**src/rtl/dual_alu_wb.sv**
```systemverilog
// dual_alu_wb: execute/write-back stage downstream of a 4-read/2-write register file.
// Two ALU lanes per command; MUL lanes share a 1-bit-per-cycle shift-add sequencer.
module dual_alu_wb #(
  parameter int unsigned DATAWIDTH = 32
) (
  input  logic                 clk,
  input  logic                 resetn,
  input  logic                 in_valid,
  output logic                 in_ready,
  input  logic [3:0]           op1,
  input  logic [3:0]           op2,
  input  logic [3:0]           dst1,
  input  logic [3:0]           dst2,
  input  logic [3:0]           srcA1,
  input  logic [3:0]           srcB1,
  input  logic [3:0]           srcA2,
  input  logic [3:0]           srcB2,
  output logic [3:0]           readReg1,
  output logic [3:0]           readReg2,
  output logic [3:0]           readReg3,
  output logic [3:0]           readReg4,
  input  logic [DATAWIDTH-1:0] readData1,
  input  logic [DATAWIDTH-1:0] readData2,
  input  logic [DATAWIDTH-1:0] readData3,
  input  logic [DATAWIDTH-1:0] readData4,
  output logic [3:0]           writeReg1,
  output logic [3:0]           writeReg2,
  output logic [DATAWIDTH-1:0] writeData1,
  output logic [DATAWIDTH-1:0] writeData2,
  output logic                 write,
  output logic                 done,
  output logic                 zero1,
  output logic                 zero2,
  output logic                 ovf1,
  output logic                 ovf2
);
  localparam int unsigned ShW = $clog2(DATAWIDTH);
  localparam int unsigned Dw2 = 2 * DATAWIDTH;
  localparam logic [3:0] OpMul = 4'd11;
  localparam logic [ShW-1:0] CntLast = ShW'(DATAWIDTH - 1);

  typedef enum logic [2:0] {StIdle, StRead, StExec, StMul, StWb} state_e;
  state_e state_q, state_d;

  logic [3:0]           op1_q, op2_q, dst1_q, dst2_q;
  logic [DATAWIDTH-1:0] res1_q, res2_q, mplier1_q, mplier2_q;
  logic                 ovfi1_q, ovfi2_q;
  logic [Dw2-1:0]       acc1_q, acc2_q, mcand1_q, mcand2_q, acc1_d, acc2_d;
  logic [ShW-1:0]       cnt_q;

  logic                 mul1, mul2, any_mul, act1, act2, cnt_last, load_wb;
  logic [DATAWIDTH:0]   alu1, alu2;
  logic [DATAWIDTH-1:0] fin1, fin2;
  logic                 fovf1, fovf2;

  // Returns {signed_overflow, result}.
  function automatic logic [DATAWIDTH:0] alu(input logic [3:0] op,
                                             input logic [DATAWIDTH-1:0] a,
                                             input logic [DATAWIDTH-1:0] b);
    logic [DATAWIDTH-1:0] r;
    logic                 v;
    logic [ShW-1:0]       sh;
    r  = '0;
    v  = 1'b0;
    sh = b[ShW-1:0];
    case (op)
      4'd0: begin
        r = a + b;
        v = (a[DATAWIDTH-1] == b[DATAWIDTH-1]) && (r[DATAWIDTH-1] != a[DATAWIDTH-1]);
      end
      4'd1: begin
        r = a - b;
        v = (a[DATAWIDTH-1] != b[DATAWIDTH-1]) && (r[DATAWIDTH-1] != a[DATAWIDTH-1]);
      end
      4'd2:  r = a & b;
      4'd3:  r = a | b;
      4'd4:  r = a ^ b;
      4'd5:  r = a << sh;
      4'd6:  r = a >> sh;
      4'd7:  r = $signed(a) >>> sh;
      4'd8:  r[0] = $signed(a) < $signed(b);
      4'd9:  r[0] = a < b;
      4'd10: r = a;
      default: ;
    endcase
    return {v, r};
  endfunction

  assign in_ready = (state_q == StIdle);

  always_comb begin
    mul1     = (op1_q == OpMul);
    mul2     = (op2_q == OpMul);
    any_mul  = mul1 | mul2;
    act1     = (op1_q < 4'd12);
    act2     = (op2_q < 4'd12);
    cnt_last = (cnt_q == CntLast);
    alu1     = alu(op1_q, readData1, readData2);
    alu2     = alu(op2_q, readData3, readData4);
    acc1_d   = acc1_q + (mplier1_q[0] ? mcand1_q : '0);
    acc2_d   = acc2_q + (mplier2_q[0] ? mcand2_q : '0);
    if (state_q == StMul) begin
      // Non-MUL lanes keep the result registered in EXEC.
      fin1  = mul1 ? acc1_d[DATAWIDTH-1:0] : res1_q;
      fin2  = mul2 ? acc2_d[DATAWIDTH-1:0] : res2_q;
      fovf1 = mul1 ? |acc1_d[Dw2-1:DATAWIDTH] : ovfi1_q;
      fovf2 = mul2 ? |acc2_d[Dw2-1:DATAWIDTH] : ovfi2_q;
    end else begin
      fin1  = alu1[DATAWIDTH-1:0];
      fin2  = alu2[DATAWIDTH-1:0];
      fovf1 = alu1[DATAWIDTH];
      fovf2 = alu2[DATAWIDTH];
    end
    load_wb = ((state_q == StExec) && !any_mul) || ((state_q == StMul) && cnt_last);
  end

  always_comb begin
    state_d = state_q;
    case (state_q)
      StIdle:  if (in_valid) state_d = StRead;
      StRead:  state_d = StExec;
      StExec:  state_d = any_mul ? StMul : StWb;
      StMul:   if (cnt_last) state_d = StWb;
      StWb:    state_d = StIdle;
      default: state_d = StIdle;
    endcase
  end

  always_ff @(posedge clk or negedge resetn) begin
    if (!resetn) begin
      state_q    <= StIdle;
      op1_q      <= '0;
      op2_q      <= '0;
      dst1_q     <= '0;
      dst2_q     <= '0;
      res1_q     <= '0;
      res2_q     <= '0;
      ovfi1_q    <= 1'b0;
      ovfi2_q    <= 1'b0;
      acc1_q     <= '0;
      acc2_q     <= '0;
      mcand1_q   <= '0;
      mcand2_q   <= '0;
      mplier1_q  <= '0;
      mplier2_q  <= '0;
      cnt_q      <= '0;
      readReg1   <= '0;
      readReg2   <= '0;
      readReg3   <= '0;
      readReg4   <= '0;
      writeReg1  <= '0;
      writeReg2  <= '0;
      writeData1 <= '0;
      writeData2 <= '0;
      write      <= 1'b0;
      done       <= 1'b0;
      zero1      <= 1'b0;
      zero2      <= 1'b0;
      ovf1       <= 1'b0;
      ovf2       <= 1'b0;
    end else begin
      state_q <= state_d;
      write   <= 1'b0;
      done    <= 1'b0;
      case (state_q)
        StIdle: if (in_valid) begin
          op1_q    <= op1;
          op2_q    <= op2;
          dst1_q   <= dst1;
          dst2_q   <= dst2;
          readReg1 <= srcA1;
          readReg2 <= srcB1;
          readReg3 <= srcA2;
          readReg4 <= srcB2;
        end
        StExec: begin
          res1_q    <= alu1[DATAWIDTH-1:0];
          res2_q    <= alu2[DATAWIDTH-1:0];
          ovfi1_q   <= alu1[DATAWIDTH];
          ovfi2_q   <= alu2[DATAWIDTH];
          acc1_q    <= '0;
          acc2_q    <= '0;
          mcand1_q  <= {{DATAWIDTH{1'b0}}, readData1};
          mcand2_q  <= {{DATAWIDTH{1'b0}}, readData3};
          mplier1_q <= readData2;
          mplier2_q <= readData4;
          cnt_q     <= '0;
        end
        StMul: begin
          acc1_q    <= acc1_d;
          acc2_q    <= acc2_d;
          mcand1_q  <= mcand1_q << 1;
          mcand2_q  <= mcand2_q << 1;
          mplier1_q <= mplier1_q >> 1;
          mplier2_q <= mplier2_q >> 1;
          cnt_q     <= cnt_q + 1'b1;
        end
        StWb: begin
          readReg1 <= '0;
          readReg2 <= '0;
          readReg3 <= '0;
          readReg4 <= '0;
        end
        default: ;
      endcase
      if (load_wb) begin
        done  <= 1'b1;
        write <= act1 | act2;
        zero1 <= act1 && (fin1 == '0);
        zero2 <= act2 && (fin2 == '0);
        ovf1  <= act1 && fovf1;
        ovf2  <= act2 && fovf2;
        // Single write strobe: an idle lane mirrors the active one.
        if (act1 && act2) begin
          writeReg1  <= dst1_q;
          writeReg2  <= dst2_q;
          writeData1 <= (dst1_q == dst2_q) ? fin2 : fin1;
          writeData2 <= fin2;
        end else if (act1) begin
          writeReg1  <= dst1_q;
          writeReg2  <= dst1_q;
          writeData1 <= fin1;
          writeData2 <= fin1;
        end else if (act2) begin
          writeReg1  <= dst2_q;
          writeReg2  <= dst2_q;
          writeData1 <= fin2;
          writeData2 <= fin2;
        end
      end
    end
  end

endmodule

```
**config.mk**
```make
export PLATFORM = sky130hd
export DESIGN_NAME = dual_alu_wb
export DESIGN_NICKNAME = d
export VERILOG_FILES = /design/src/rtl/dual_alu_wb.sv
export SDC_FILE = /design/constraint.sdc
export NUM_CORES = 2
export LEC_CHECK = 0
export ABC_AREA = 0
export BUFFER_PORTS_ARGS = -buffer_cell sky130_fd_sc_hd__buf_2
export CELL_PAD_IN_SITES_DETAIL_PLACEMENT = 1
export CELL_PAD_IN_SITES_GLOBAL_PLACEMENT = 1
export CORE_UTILIZATION = 37
export CTS_BUF_LIST = sky130_fd_sc_hd__clkbuf_8
export DETAILED_ROUTE_END_ITERATION = 10
export GPL_ROUTABILITY_DRIVEN = 0
export PLACE_DENSITY = 0.64
export SLEW_MARGIN = 20
export SYNTH_ARGS = -nofsm -noshare
export SYNTH_HDL_FRONTEND = slang
export SYNTH_SLANG_ARGS = --single-unit
```
**constraint.sdc**
```tcl
create_clock -name clk -period 5.2 [get_ports clk]
set_clock_uncertainty 0.05 [all_clocks]
set_input_delay 0.52 -clock clk [delete_from_list [all_inputs] [get_ports clk]]
set_output_delay 0.52 -clock clk [all_outputs]
set_load 0.02 [all_outputs]
```
==> impl_metrics.py <==
metrics = {
    "worst_setup_path": {
        "timing.setup.critical_path_class": "input pin to flip-flop",
        "slowest_delay_ps": 530,
        "critical_path.max_fanout": 7,
        "crit_path_start_kind": "input pin",
        "crit_chain": "dlygate4sd3_1 -> buf_2 -> buf_4 -> ha_1 -> fa_1 -> mux2i_1 -> o32ai_1 -> a21oi_1 -> o211ai_1 -> a311o_1 -> o21ai_0 -> buf_4 -> nand2_1 -> nand4b_1 -> or4_1 -> nor4_1 -> and4b_1 -> and4b_1 -> a41o_1",
        "ff2ff_path_depth": 13,
        "timing.critical_path.slowest_stage_cell": "sky130_fd_sc_hd__dlygate4sd3_1",
        "timing.critical_path.to_type": "flip-flop",
        "cp.arrival_ps": 5710,
        "critical_path_required_ps": 5940,
    },
    "floorplan": {
        "x_dimension_of_the_die_um": 369,
        "initial_utilization_pct": 37.4,
        "die_h_um": 369,
        "core_area_mm2": 0.134,
        "top_level_ports": 258,
        "std_cell_rows": 134,
        "die-area_mm2": 0.136,
    },
    "routing": {
        "wire_length_on_met3_um": 24100,
        "wire_per_inst_um": 28.1,
        "number_of_nets_with_antenna_violations_after_routing": 0,
        "totalWireLength_um": 235000,
        "drt_drc_violations_left": 22,
        "wl_met1_um": 104000,
        "via_per_inst": 6.33,
        "drt_pass1_iterations": 11,
        "met2_length_um": 97100,
        "highest-signal-layer": "met5",
        "detail_route.iter0.violations": 5521,
        "vias": 52985,
    },
    "cts": {
        "post-cts-setup-buffer-count": 0,
        "cts-root-to-sink-buffers": 3,
        "root_buffer": "sky130_fd_sc_hd__clkbuf_8",
        "clock_sink_count": 504,
        "tritoncts": "done",
        "clock_insertion_delay_at_the_later_pin_of_the_skew_report_ps": 880,
        "cts_buffers": 100,
        "cts.htree.levels": 3,
        "clkTransAtPathRegs_ps": 60,
    },
    "power": {
        "highest_ir_drop_seen_on_vdd_v": 0.000512,
        "total_switching_power_mw": 14.4,
        "sequentialPowerShare_pct": 24.3,
        "p_int_mw": 13.2,
        "post-layout-total-power_mw": 27.6,
        "p_per_area_mw_per_mm2": 483,
        "pwr-share-comb_pct": 59.4,
        "switching_share_pct": 52.2,
        "clock_share_of_power_pct": 16.4,
        "power.leakage_nw": 25.8,
    },
    "timing": {
        "final_hold_violating_endpoints": 0,
        "max-slew-margin-rel_pct": 22.2,
        "rsz0062_at_grt": "no",
        "drv_slew": 0,
        "min_period_over_period_pct": 95.6,
        "report.final.setup_viol": 0,
        "timing.final.crit_period_ps": 4970,
        "max_slew.worst_pin.slew_ps": 1170,
        "fmax_mhz": 201,
    },
    "placed_design": {
        "placed_cells": 8092,
        "port_buffers": 257,
        "hpwl_dp_um": 178000,
    },
    "logic_synthesis": {
        "syn_avg_cell_area_um2": 7.97,
        "synthesis.nets": 6754,
        "synthArstFlopShare_pct": 100,
        "post_synth_instance_area_mm2": 0.0499,
        "synthDistinctLibCells": 99,
        "synth.top_cells.by_area": "sky130_fd_sc_hd__dfrtp_1 25%, sky130_fd_sc_hd__ha_1 8.1%, sky130_fd_sc_hd__nand2_1 6.7%, sky130_fd_sc_hd__mux4_2 6.0%, sky130_fd_sc_hd__o21ai_0 5.7%",
        "synth_largest_type_area_fraction_pct": 25.3,
        "synth-seq-cells": 504,
        "synth-edff-count": 0,
        "syn-instance-count": 6263,
        "top_flip_flop_cell_by_instance_count_after_synthesis": "sky130_fd_sc_hd__dfrtp_1",
        "seq_area_frac_synth_pct": 25.3,
        "synth.most_common_cell": "sky130_fd_sc_hd__nand2_1",
        "post-synth-top-area-cell": "sky130_fd_sc_hd__dfrtp_1",
        "synthesis.yosys.warnings": 0,
        "netlist_top_cells_count": "897 x sky130_fd_sc_hd__nand2_1, 564 x sky130_fd_sc_hd__o21ai_0, 504 x sky130_fd_sc_hd__dfrtp_1",
    },
    "outcome": {
        "violations": "design-rule violations",
        "status": "finished with violations",
    },
    "final_layout": {
        "syn_to_final_growth_pct": 14.5,
        "sequential_cell_area_mm2": 0.0126,
        "post_route_cells_drive_above_1_share_pct": 15.3,
        "fillers": 16050,
        "final_cell_count_no_fill": 8367,
        "multi_input_area_mm2": 0.0345,
        "final_net_count": 7002,
    },
    "global_route": {
        "antenna_found_initial": 11,
        "maximum_number_of_pins_on_one_net_before_global_route_repair": 142,
        "grt_first_pass_wirelength_um": 351000,
        "globalRoute.totalOverflow": 0,
        "grt_util_all_layers_pct": 33.8,
        "first_global_vias": 52682,
    },
    "worst_hold_path": {
        "holdCritPathClass": "input pin to flip-flop",
        "hold_path_depth": 3,
    },
    "flow_run": {
        "timing.max_cap.violations": 0,
    },
}
==> sequential cells by signal (all words and copies together), names as in the netlist, 5 cells and up <==
register and flops:
mplier2_q 32, res2_q 32, mplier1_q 32, cnt_q 5
writeData1 32, mcand2_q 64, acc1_q 64, mcand1_q 64
res1_q 32, acc2_q 64, writeData2 32
==> what timing repair did <==
item,4_1_cts,5_1_grt
gates resized for setup,0,3
hold buffers,84,0
endpoints found under the hold margin,149,0
endpoints found under the setup margin,0,3
==> routing by layer <==
metal | global-route usage [%] | up-vias
li1 | - | 23455
met1 | 47.9 | 26579
met2 | 48.7 | 2433
met3 | 8.27 | 508
met4 | 13.4 | 10
met5 | 0 | -
==> worst max-delay path, delay by kind of cell <==
family                     cells  cell delay (ps)
adders and majority gates      2              710
AOI/OAI and AO/OA              6             1620
buffers and inverters          4             1020
and+or+nand+nor                6             1670
muxes                          1              160
==> cell usage in the layout, fill, tap and decap left out, types with 32 or more instances in the layout <==
cell / netlist / layout
sky130_fd_sc_hd__a211oi_1: 66 / 66
sky130_fd_sc_hd__o22ai_1: 50 / 50
sky130_fd_sc_hd__ha_1: 322 / 322
sky130_fd_sc_hd__xor2_1: 69 / 69
sky130_fd_sc_hd__buf_2: 45 / 251
sky130_fd_sc_hd__nand2_1: 897 / 896
sky130_fd_sc_hd__and2_1: 148 / 146
sky130_fd_sc_hd__o31ai_1: 44 / 44
sky130_fd_sc_hd__a31oi_1: 59 / 59
sky130_fd_sc_hd__o21a_1: 40 / 40
sky130_fd_sc_hd__mux2_2: 49 / 49
sky130_fd_sc_hd__nor2_1: 457 / 456
sky130_fd_sc_hd__mux2i_1: 247 / 247
sky130_fd_sc_hd__inv_1: 230 / 252
sky130_fd_sc_hd__a221oi_1: 38 / 38
sky130_fd_sc_hd__nand3_1: 169 / 169
sky130_fd_sc_hd__o21bai_1: 44 / 44
sky130_fd_sc_hd__xnor2_1: 70 / 70
sky130_fd_sc_hd__a22o_1: 109 / 109
sky130_fd_sc_hd__a21oi_1: 457 / 456
sky130_fd_sc_hd__o21ai_0: 564 / 563
sky130_fd_sc_hd__a21o_1: 88 / 88
sky130_fd_sc_hd__nand2b_1: 33 / 32
sky130_fd_sc_hd__nor3_1: 108 / 105
sky130_fd_sc_hd__dlygate4sd3_1: 0 / 84
sky130_fd_sc_hd__mux4_2: 133 / 133
sky130_fd_sc_hd__dfrtp_1: 504 / 502
sky130_fd_sc_hd__buf_4: 6 / 304
sky130_fd_sc_hd__a22oi_1: 41 / 41
sky130_fd_sc_hd__clkbuf_8: 0 / 126
sky130_fd_sc_hd__o211ai_1: 66 / 66
sky130_fd_sc_hd__nand4_1: 71 / 71
sky130_fd_sc_hd__nor4_1: 36 / 34
==> metrics by stage <==
stage / setup TNS [ps] / instance area, µm² / hold slack, ps / util, % / setup slack [ps]
3_3_place_gp: 0 / 54100 / 399 / 40.5 / 6.51
2_1_floorplan: 0 / 49900 / 174 / - / 52.5
4_1_cts: 0 / 57100 / 9.61 / 42.7 / 263
3_5_place_dp: -25.4 / 54100 / 409 / 40.5 / -25.4
6_report: 0 / 57100 / 88.8 / 42.8 / 229
5_1_grt: 0 / 57100 / 67.3 / 42.8 / 23.1
==> power groups by stage <==
| stage | Clock, mW | Sequential [mW] | Combinational (mW) |
|---|---|---|---|
| after floorplan | 0 | 6.44 | 8.87 |
| after global placement | 0 | 6.67 | 15.5 |
| after detailed placement | 0 | 6.71 | 15.8 |
| after CTS | 4.65 | 6.66 | 15.9 |
| after global routing | 4.80 | 6.86 | 17.3 |
| final | 4.51 | 6.71 | 16.4 |
==> kinds of logic (layout without fill, tap and decap cells) <==
group / Yosys count / after routing / share of synthesized area [%]
mux: 434 / 434 / 12.3
flops: 504 / 504 / 25.3
compound gates: 1988 / 1988 / 26.1
xor+xnor: 139 / 139 / 2.44
fa+ha+maj: 328 / 328 / 8.31
buf+inv: 747 / 1078 / 5.96
simple gates: 2123 / 2123 / 19.6
other cells: 0 / 5 / 0
==> final timing paths <==
path	from	endpoint	slack, ps
min in group asynchronous	resetn	acc1_q[48]	190
min reg2reg	mcand2_q[63]	mcand2_q[63]	420
min	readData2[29]	mplier1_q[29]	90
max in group asynchronous	resetn	writeReg1[3]	3760
max reg2reg	op1_q[3]	zero1	250
max	readData1[0]	zero1	230
==> layout make-up <==
type                    count  area share [%]
multi-input cells        5012            60.3
diodes                      5          0.0219
clock inverters            59           0.749
well taps                1768            3.87
repair buffers            659            8.36
inverters                 234            1.54
flip-flops and latches    504            22.1
clock buffers             126            3.03
(Power assumes the default switching activity.)
